$ cat config.mk
export PLATFORM = sky130hd
export DESIGN_NAME = rv32i_rf_wr_arbiter
export DESIGN_NICKNAME = d
export VERILOG_FILES = /design/src/rtl/rv32i_pkg.sv /design/src/rtl/rv32i_rf_wr_stage.sv /design/src/rtl/rv32i_rf_wr_arbiter.sv
export SDC_FILE = /design/constraint.sdc
export NUM_CORES = 1
export LEC_CHECK = 0
export ABC_AREA = 1
export BUFFER_PORTS_ARGS = -buffer_cell sky130_fd_sc_hd__buf_2
export CAP_MARGIN = 15
export CORE_MARGIN = 8
export CORE_UTILIZATION = 36
export CTS_CLUSTER_DIAMETER = 80
export DETAILED_ROUTE_END_ITERATION = 16
export PLACE_DENSITY = 0.75
export SYNTH_ARGS = -nofsm -noshare
export SYNTH_HDL_FRONTEND = slang
export SYNTH_SLANG_ARGS = --single-unit
$ cat constraint.sdc
create_clock -name clk -period 3.1 [get_ports clk]
set_input_delay 0.62 -clock clk [delete_from_list [all_inputs] [get_ports clk]]
set_output_delay 0.62 -clock clk [all_outputs]
set_load 0.05 [all_outputs]
$ cat src/rtl/rv32i_pkg.sv
// Shared constants and types for the register-file write arbiter.
//   XLEN / NREG / AW : register width, register count, register address width
//   arb_state_e      : arbiter FSM states (ARB, LOCK)
//   REQ_*            : requester indices into the grant vector
package rv32i_pkg;

    localparam int unsigned XLEN = 32;
    localparam int unsigned NREG = 32;
    localparam int unsigned AW   = $clog2(NREG);

    localparam int unsigned NREQ    = 3;
    localparam int unsigned REQ_WB  = 0;
    localparam int unsigned REQ_ID  = 1;
    localparam int unsigned REQ_DBG = 2;

    typedef enum logic {
        ARB  = 1'b0,
        LOCK = 1'b1
    } arb_state_e;

endpackage

$ cat src/rtl/rv32i_rf_wr_stage.sv
// Output register of the RF write port plus forwarding compare for the two
// ID-stage read ports.
//   clk, rst          : clock, asynchronous active-high reset
//   wr_valid_i        : a write was granted this cycle
//   wr_addr_i/_data_i : granted write address / data
//   rs1_addr_i/rs2_.. : ID-stage read addresses
//   rf_we_o/.._o      : registered RF write port
//   fwdK_hit_o/data_o : in-flight write matches rsK (data is zero on a miss)
module rv32i_rf_wr_stage
    import rv32i_pkg::*;
(
    input  logic            clk,
    input  logic            rst,
    input  logic            wr_valid_i,
    input  logic [AW-1:0]   wr_addr_i,
    input  logic [XLEN-1:0] wr_data_i,
    input  logic [AW-1:0]   rs1_addr_i,
    input  logic [AW-1:0]   rs2_addr_i,
    output logic            rf_we_o,
    output logic [AW-1:0]   rf_waddr_o,
    output logic [XLEN-1:0] rf_wdata_o,
    output logic            fwd1_hit_o,
    output logic [XLEN-1:0] fwd1_data_o,
    output logic            fwd2_hit_o,
    output logic [XLEN-1:0] fwd2_data_o
);

    logic            rf_we_q;
    logic            rf_we_d;
    logic [AW-1:0]   rf_waddr_q;
    logic [XLEN-1:0] rf_wdata_q;

    // Writes to x0 are accepted upstream but never reach the register file.
    assign rf_we_d = wr_valid_i && (wr_addr_i != '0);

    always_ff @(posedge clk or posedge rst) begin
        if (rst) begin
            rf_we_q    <= 1'b0;
            rf_waddr_q <= '0;
            rf_wdata_q <= '0;
        end else begin
            rf_we_q <= rf_we_d;
            if (wr_valid_i) begin
                rf_waddr_q <= wr_addr_i;
                rf_wdata_q <= wr_data_i;
            end
        end
    end

    assign rf_we_o    = rf_we_q;
    assign rf_waddr_o = rf_waddr_q;
    assign rf_wdata_o = rf_wdata_q;

    // Forwarding of the value that lands in the RF at the end of this cycle.
    assign fwd1_hit_o  = rf_we_q && (rs1_addr_i == rf_waddr_q);
    assign fwd2_hit_o  = rf_we_q && (rs2_addr_i == rf_waddr_q);
    assign fwd1_data_o = fwd1_hit_o ? rf_wdata_q : '0;
    assign fwd2_data_o = fwd2_hit_o ? rf_wdata_q : '0;

endmodule

$ cat src/rtl/rv32i_rf_wr_arbiter.sv
// Arbitrates the single register-file write port between WB (always wins),
// the ID-stage link write and the debug port, registers the winner for one
// cycle and forwards it to ID-stage reads.
//   clk, rst                      : clock, asynchronous active-high reset
//   wb_valid/addr/data            : WB write, never back-pressured
//   id_valid/ready/addr/data      : JAL/JALR link write
//   dbg_valid/ready/lock/addr/data: debug write; lock reserves the port
//   rf_we/rf_waddr/rf_wdata       : RF write port
//   rs1_addr/rs2_addr             : ID read addresses
//   fwd1_*/fwd2_*                 : forwarding of the in-flight write
//   locked                        : FSM is in LOCK
// Build option: define RF_ARB_RR_EN for round-robin ID/DBG arbitration in
// ARB; otherwise ID has fixed priority over DBG.
module rv32i_rf_wr_arbiter
    import rv32i_pkg::*;
(
    input  logic            clk,
    input  logic            rst,
    input  logic            wb_valid,
    input  logic [AW-1:0]   wb_addr,
    input  logic [XLEN-1:0] wb_data,
    input  logic            id_valid,
    output logic            id_ready,
    input  logic [AW-1:0]   id_addr,
    input  logic [XLEN-1:0] id_data,
    input  logic            dbg_valid,
    output logic            dbg_ready,
    input  logic            dbg_lock,
    input  logic [AW-1:0]   dbg_addr,
    input  logic [XLEN-1:0] dbg_data,
    output logic            rf_we,
    output logic [AW-1:0]   rf_waddr,
    output logic [XLEN-1:0] rf_wdata,
    input  logic [AW-1:0]   rs1_addr,
    input  logic [AW-1:0]   rs2_addr,
    output logic            fwd1_hit,
    output logic [XLEN-1:0] fwd1_data,
    output logic            fwd2_hit,
    output logic [XLEN-1:0] fwd2_data,
    output logic            locked
);

    arb_state_e      state_q;
    logic [NREQ-1:0] gnt;
    logic            wr_valid;
    logic [AW-1:0]   wr_addr;
    logic [XLEN-1:0] wr_data;

`ifdef RF_ARB_RR_EN
    logic [1:0] rr_ptr_q;   // requester favoured on the next ID/DBG tie
`endif

    // Grant: WB first, then LOCK restricts to DBG, else ID/DBG arbitration.
    always_comb begin
        gnt = '0;
        if (!rst) begin
            if (wb_valid) begin
                gnt[REQ_WB] = 1'b1;
            end else if (state_q == LOCK) begin
                gnt[REQ_DBG] = dbg_valid;
            end else if (id_valid && dbg_valid) begin
`ifdef RF_ARB_RR_EN
                if (rr_ptr_q == 2'(REQ_DBG)) begin
                    gnt[REQ_DBG] = 1'b1;
                end else begin
                    gnt[REQ_ID] = 1'b1;
                end
`else
                gnt[REQ_ID] = 1'b1;
`endif
            end else begin
                gnt[REQ_ID]  = id_valid;
                gnt[REQ_DBG] = dbg_valid;
            end
        end
    end

    assign id_ready  = gnt[REQ_ID];
    assign dbg_ready = gnt[REQ_DBG];

    // Winning write payload.
    always_comb begin
        wr_valid = |gnt;
        wr_addr  = wb_addr;
        wr_data  = wb_data;
        if (gnt[REQ_ID]) begin
            wr_addr = id_addr;
            wr_data = id_data;
        end else if (gnt[REQ_DBG]) begin
            wr_addr = dbg_addr;
            wr_data = dbg_data;
        end
    end

    // Lock FSM; a WB-preempted debug beat leaves LOCK untouched.
    always_ff @(posedge clk or posedge rst) begin
        if (rst) begin
            state_q <= ARB;
        end else begin
            case (state_q)
                ARB: begin
                    if (gnt[REQ_DBG] && dbg_lock) begin
                        state_q <= LOCK;
                    end
                end
                LOCK: begin
                    if ((gnt[REQ_DBG] || !dbg_valid) && !dbg_lock) begin
                        state_q <= ARB;
                    end
                end
                default: state_q <= ARB;
            endcase
        end
    end

    assign locked = (state_q == LOCK);

`ifdef RF_ARB_RR_EN
    // Round-robin pointer moves only on ID/DBG grants.
    always_ff @(posedge clk or posedge rst) begin
        if (rst) begin
            rr_ptr_q <= 2'(REQ_ID);
        end else if (gnt[REQ_ID]) begin
            rr_ptr_q <= 2'(REQ_DBG);
        end else if (gnt[REQ_DBG]) begin
            rr_ptr_q <= 2'(REQ_ID);
        end
    end
`endif

    rv32i_rf_wr_stage u_wr_stage (
        .clk         (clk),
        .rst         (rst),
        .wr_valid_i  (wr_valid),
        .wr_addr_i   (wr_addr),
        .wr_data_i   (wr_data),
        .rs1_addr_i  (rs1_addr),
        .rs2_addr_i  (rs2_addr),
        .rf_we_o     (rf_we),
        .rf_waddr_o  (rf_waddr),
        .rf_wdata_o  (rf_wdata),
        .fwd1_hit_o  (fwd1_hit),
        .fwd1_data_o (fwd1_data),
        .fwd2_hit_o  (fwd2_hit),
        .fwd2_data_o (fwd2_data)
    );

endmodule

Yosys cells after proc, flatten, opt, wreduce, memory -nomap -nowiden
Cells that the tools add are included.

operators by class
  reductions and logical operators = 11
  mux-type cells = 16
  bitwise gates (word level) = 1
  eq/ne operators = 2

operator list
  kind                                count
  32-bit 2-to-1 mux                   4
  5-bit == test                       2
  5-bit 2-to-1 mux                    2
  1-bit 2-to-1 mux                    7
  1-bit logical AND                   6
  5-bit nonzero test                  1
  3-bit 2-to-1 mux                    1
  3-bit OR reduction                  1
  1-bit logical NOT                   2
  2-bit 2-to-1 mux                    1
  1-bit case mux with 2 select lines  1
  1-bit logical OR                    1
  1-bit NOT                           1

storage, ports and cells
  register bits after elaboration = 39
  output and inout port bits = 107
  word-level logic and storage cells = 34
  input port bits = 127

Logic depth before layout (Yosys ltp)
  depth in word-level cells = 9
  gate-level depth with buffers = 10
  gate-level depth less buffers = 10

By module
A second synthesis with hierarchy kept.

second synthesis, totals
  cells, all modules = 467
  area total of the unflattened synthesis = 2,992.9 um2

modules (own cells, without submodules)
  module               cells an instance  times used  seq. area each (um2)  area an instance (um2)
  rv32i_rf_wr_stage    281                1           950.9                 2,064.5
  rv32i_rf_wr_arbiter  186                1           25.0                  928.4

Worst setup path before layout
No wires, ideal clock.

  path kind = flip-flop to output port
  start point = register u_wr_stage.rf_waddr_q[1] (netlist: u_wr_stage.rf_waddr_o[1])
  end point = output fwd1_data[22]
  data arrival time = 2.102 ns
  stages on the path, launching flop included = 9
  path slack = 0.378 ns
  required time = 2.480 ns
  cell sequence = dfrtp_1 inv_1 nand2_1 o21ai_0 nor3_1 nand2b_1 clkbuf_1 buf_2 nor2_1

on the way
  longest elaborated chain between the ends = 3

RTL lines
  item                      RTL line                   source
  start: declaration        rv32i_rf_wr_stage.sv:30    logic [AW-1:0] rf_waddr_q;
  start signal: assignment  rv32i_rf_wr_stage.sv:44    rf_waddr_q <= wr_addr_i;
  5-bit == test             rv32i_rf_wr_stage.sv:55    assign fwd1_hit_o = rf_we_q && (rs1_addr_i == rf_waddr_q);
  1-bit logical AND         rv32i_rf_wr_stage.sv:55
  32-bit 2-to-1 mux         rv32i_rf_wr_stage.sv:57    assign fwd1_data_o = fwd1_hit_o ? rf_wdata_q : '0;
  end: declaration          rv32i_rf_wr_arbiter.sv:37  output logic [XLEN-1:0] fwd1_data,

No other way between the ends.

Worst setup path after layout
  start point = register u_wr_stage.rf_waddr_q[2] (netlist: u_wr_stage.rf_waddr_o[2])
  end point = output fwd2_data[14]

on the way
  longest elaborated chain between the ends = 3

RTL lines
  item               RTL line                   source
  5-bit == test      rv32i_rf_wr_stage.sv:56    assign fwd2_hit_o = rf_we_q && (rs2_addr_i == rf_waddr_q);
  1-bit logical AND  rv32i_rf_wr_stage.sv:56
  32-bit 2-to-1 mux  rv32i_rf_wr_stage.sv:58    assign fwd2_data_o = fwd2_hit_o ? rf_wdata_q : '0;
  end: declaration   rv32i_rf_wr_arbiter.sv:39  output logic [XLEN-1:0] fwd2_data,

No other way between the ends.

==> metrics.txt <==
# TYPE chip_impl_metric gauge
chip_impl_metric{name="postCtsSetupRepairBufs",unit=""} 0
chip_impl_metric{name="clk_path_buf_depth",unit=""} 2
chip_impl_metric{name="drt_wl_total",unit="mm"} 11.3
chip_impl_metric{name="placement_rows",unit=""} 32
chip_impl_metric{name="layout-area-overhead-vs-synth",unit="%"} 45.8
chip_impl_metric{name="dpl_worst_slack",unit="ns"} 0.290
chip_impl_metric{name="die_area",unit="mm^2"} 0.0110
chip_impl_metric{name="setup_viol_count_final",unit=""} 0
chip_impl_metric{name="post_cts_hold_buffer_count",unit=""} 0
chip_impl_metric{name="cts_resized",unit=""} 0
chip_impl_metric{name="vias",unit=""} 3709
chip_impl_metric{name="irDropWorstVdd",unit="uV"} 198
chip_impl_metric{name="max_slew.worst_pin.slew",unit="ns"} 0.718
chip_impl_metric{name="grt_antenna_before_repair",unit=""} 0
chip_impl_metric{name="p_per_area",unit="mW/mm^2"} 430
chip_impl_metric{name="worstPathArrival",unit="ns"} 2.21
chip_impl_metric{name="grt_overflow",unit=""} 0
chip_impl_metric{name="place_congestion",unit=""} 0.875
chip_impl_metric{name="ys_seq_elements",unit=""} 39
chip_impl_info{name="synth.largest_area_cell",value="sky130_fd_sc_hd__dfrtp_1"} 1
chip_impl_metric{name="grt_first_pass_wirelength",unit="mm"} 18.0
chip_impl_info{name="timing.critical_path.slowest_stage_cell",value="sky130_fd_sc_hd__dfrtp_1"} 1
chip_impl_metric{name="fin_worst_skew",unit="ns"} 0.00407
chip_impl_info{name="hp-class",value="primary input to async pin"} 1
chip_impl_metric{name="synthesis.yosys.warnings",unit=""} 0
chip_impl_info{name="r2r-end",value="u_wr_stage.rf_wdata_o[9]$_DFFE_PP0P_"} 1
chip_impl_metric{name="via_per_inst",unit=""} 4.82
chip_impl_metric{name="port_buffers",unit=""} 233
chip_impl_metric{name="ratio_of_cells_with_drive_above_1_in_the_final_layout",unit=""} 0.400
chip_impl_info{name="worst_setup_path_startpoint",value="u_wr_stage.rf_waddr_o[2]$_DFFE_PP0P_"} 1
chip_impl_info{name="clock_tree_from_tritoncts",value="built"} 1
chip_impl_metric{name="finalWorstSetupSlack",unit="ns"} 0.265
chip_impl_metric{name="final-max-slew-violation-count",unit=""} 0
chip_impl_metric{name="core_area",unit="mm^2"} 0.00769
chip_impl_metric{name="die_h",unit="um"} 105
chip_impl_metric{name="layout.cells.non_filler",unit=""} 770
chip_impl_metric{name="route.detailed.wl_per_inst",unit="um"} 14.7
chip_impl_metric{name="cp_max_fo",unit=""} 19
chip_impl_info{name="root_buffer",value="sky130_fd_sc_hd__clkbuf_8"} 1
chip_impl_metric{name="1st_pass_router_iterations",unit=""} 5
chip_impl_metric{name="report.final.hold_viol_count",unit=""} 0
chip_impl_metric{name="cts_buffers",unit=""} 5
chip_impl_metric{name="drv_cap",unit=""} 0
chip_impl_info{name="status",value="finished, final reports clean"} 1
chip_impl_metric{name="power.leakage",unit="nW"} 2.59
chip_impl_metric{name="grt_pass1_vias",unit=""} 3835
chip_impl_metric{name="synth_cell_type_count",unit=""} 26
chip_impl_metric{name="r2r_setup_slack",unit="ns"} 1.14
chip_impl_info{name="final_cell_mix",value="233 x sky130_fd_sc_hd__buf_2, 125 x sky130_fd_sc_hd__nand2_1, 108 x sky130_fd_sc_hd__nor2_1, 50 x sky130_fd_sc_hd__inv_1, 39 x sky130_fd_sc_hd__dfrtp_1"} 1
chip_impl_metric{name="cp_slowest_stage_delay",unit="ns"} 0.44
chip_impl_metric{name="final_period_minus_worst_setup_slack",unit="ns"} 2.83
chip_impl_metric{name="mappedNetlistNets",unit=""} 576
chip_impl_metric{name="postSynthAreaPerCell",unit="um^2"} 6.34
chip_impl_info{name="cp-end-kind",value="output pin"} 1
chip_impl_metric{name="die_w",unit="um"} 105
chip_impl_metric{name="grt_use_total",unit=""} 0.195
chip_impl_info{name="critPathTopFamily",value="simple AND/OR/NAND/NOR gates"} 1
chip_impl_metric{name="tns",unit="ns"} 0
chip_impl_metric{name="synth_cells",unit=""} 449
chip_impl_metric{name="worst_setup_hold_path_clk_slew",unit="ns"} 0.07
chip_impl_metric{name="clock_latency",unit="ns"} 0.28
chip_impl_metric{name="clock_tree.htree_level_count",unit=""} 2
chip_impl_metric{name="grt_start_max_net_pins",unit=""} 70
chip_impl_metric{name="num_io_pins",unit=""} 234
chip_impl_metric{name="first_iter_violations",unit=""} 138
chip_impl_metric{name="worst-endpoint-required",unit="ns"} 2.48
chip_impl_metric{name="area_share_of_the_leading_cell_type_in_the_synthesized_netlist",unit=""} 0.343
chip_impl_metric{name="min_period_over_period",unit=""} 0.914
chip_impl_metric{name="timing.critical_path.buf_inv",unit=""} 2
chip_impl_metric{name="syn_area",unit="mm^2"} 0.00285
chip_impl_info{name="timing.critical_path.from_type",value="flip-flop"} 1
chip_impl_metric{name="placedCellCount",unit=""} 761
chip_impl_metric{name="detailedPlacementHpwl",unit="mm"} 8.86
chip_impl_info{name="rsz0062_at_grt",value="no"} 1
chip_impl_info{name="criticalPathCategory",value="flip-flop to output pin"} 1
chip_impl_info{name="path_cells",value="xor2_1 > nor3_1 > nand2b_1 > buf_12 > nor2_1 > buf_2"} 1
chip_impl_metric{name="yosysSeqAreaShare",unit=""} 0.343
chip_impl_metric{name="insertedDiodeCount",unit=""} 0
chip_impl_info{name="critical_path.reg2reg.startpoint",value="locked$_DFF_PP0_"} 1
chip_impl_metric{name="clock_sink_count",unit=""} 39
chip_impl_info{name="post_synth_main_area_contributors",value="sky130_fd_sc_hd__dfrtp_1 34%, sky130_fd_sc_hd__nand2_1 16%, sky130_fd_sc_hd__nor2_1 14%"} 1
chip_impl_metric{name="drc",unit=""} 0
chip_impl_metric{name="finalCoreUtilization",unit=""} 0.540
chip_impl_metric{name="initial_core_util",unit=""} 0.370
chip_impl_metric{name="max_freq",unit="MHz"} 353
chip_impl_metric{name="nNetsFinal",unit=""} 794
chip_impl_info{name="mostFrequentLayoutCell",value="sky130_fd_sc_hd__buf_2"} 1
chip_impl_metric{name="ant_nets",unit=""} 0
chip_impl_metric{name="worst_slew_margin_rel",unit=""} 0.521
chip_impl_metric{name="r2r_cells",unit=""} 8
==> cell families after synthesis <==
kind of cell / Yosys count / synth area share
simple gates: 279 / 0.397
flops: 39 / 0.343
compound gates: 46 / 0.126
xor+xnor: 4 / 0.0123
buf+inv: 81 / 0.121
==> sequential cells by signal (all words and copies together), names as in the netlist <==
signal and flops:
u_wr_stage.rf_wdata_o 32, u_wr_stage.rf_we_o 1, u_wr_stage.rf_waddr_o 5, locked 1
==> power breakdown <==
group / switching [mW] / total, mW / internal, mW / leakage [nW]
sequential: 0.0454 / 0.629 / 0.583 / 0.479
combinational: 0.605 / 0.832 / 0.227 / 2.07
clock: 0.167 / 0.325 / 0.158 / 0.0422
==> metal layers <==
layer  routed length [um]  track usage  up-vias  share of wire
met5                    0            0        -              0
met4                  198       0.0479        0          0.017
met3                 1010       0.0620       14          0.089
met2                 5710        0.362      196           0.50
met1                 4420        0.209     1673           0.39
li1                     -            -     1826              -
==> Yosys cell counts (all sizes together) <==
cell / n
a21boi: 1
a21oi: 4
buf: 25
clkbuf: 4
dfrtp: 39
inv: 52
nand2: 127
nand2b: 2
nand3: 36
nand4: 1
nor2: 111
nor3: 2
o2111ai: 1
o21a: 1
o21ai: 6
o22ai: 33
xor2: 4
==> cell type report <==
type	count	area, um^2
sequential	39	976
clock buffer	7	76.3
inverter	52	195
multi-input combinational	329	1520
clock inverter	1	5.00
fill	788	3540
timing repair buffer	240	1240
tap	102	128
==> stage by stage <==
step           cell area (um^2)  total power [mW]  hold WS, ns
2_1_floorplan              2850              1.22        0.776
3_3_place_gp               4050              1.46        0.518
3_5_place_dp               4050              1.47        0.531
4_1_cts                    4130              1.80        0.512
5_1_grt                    4150              1.89        0.548
6_report                   4150              1.79        0.498
==> worst reg2reg max path, cell delays in order, from the launching register on <==
cell and delay (ns):
sky130_fd_sc_hd__dfrtp_1 0.44, sky130_fd_sc_hd__inv_1 0.10, sky130_fd_sc_hd__nand2_1 0.08, sky130_fd_sc_hd__nand2_1 0.06, sky130_fd_sc_hd__nand2_1 0.20, sky130_fd_sc_hd__inv_2 0.51, sky130_fd_sc_hd__buf_12 0.27, sky130_fd_sc_hd__nand2_1 0.10
sky130_fd_sc_hd__o22ai_1 0.12
==> worst max-delay path by stage <==
stage,end,cells after the start
2_1_floorplan,fwd1_data[22],8
3_3_place_gp,fwd2_data[21],7
3_5_place_dp,fwd2_data[14],7
4_1_cts,fwd2_data[14],6
5_1_grt,fwd2_data[14],6
6_report,fwd2_data[14],6
Power figures use the tool's default switching activity.
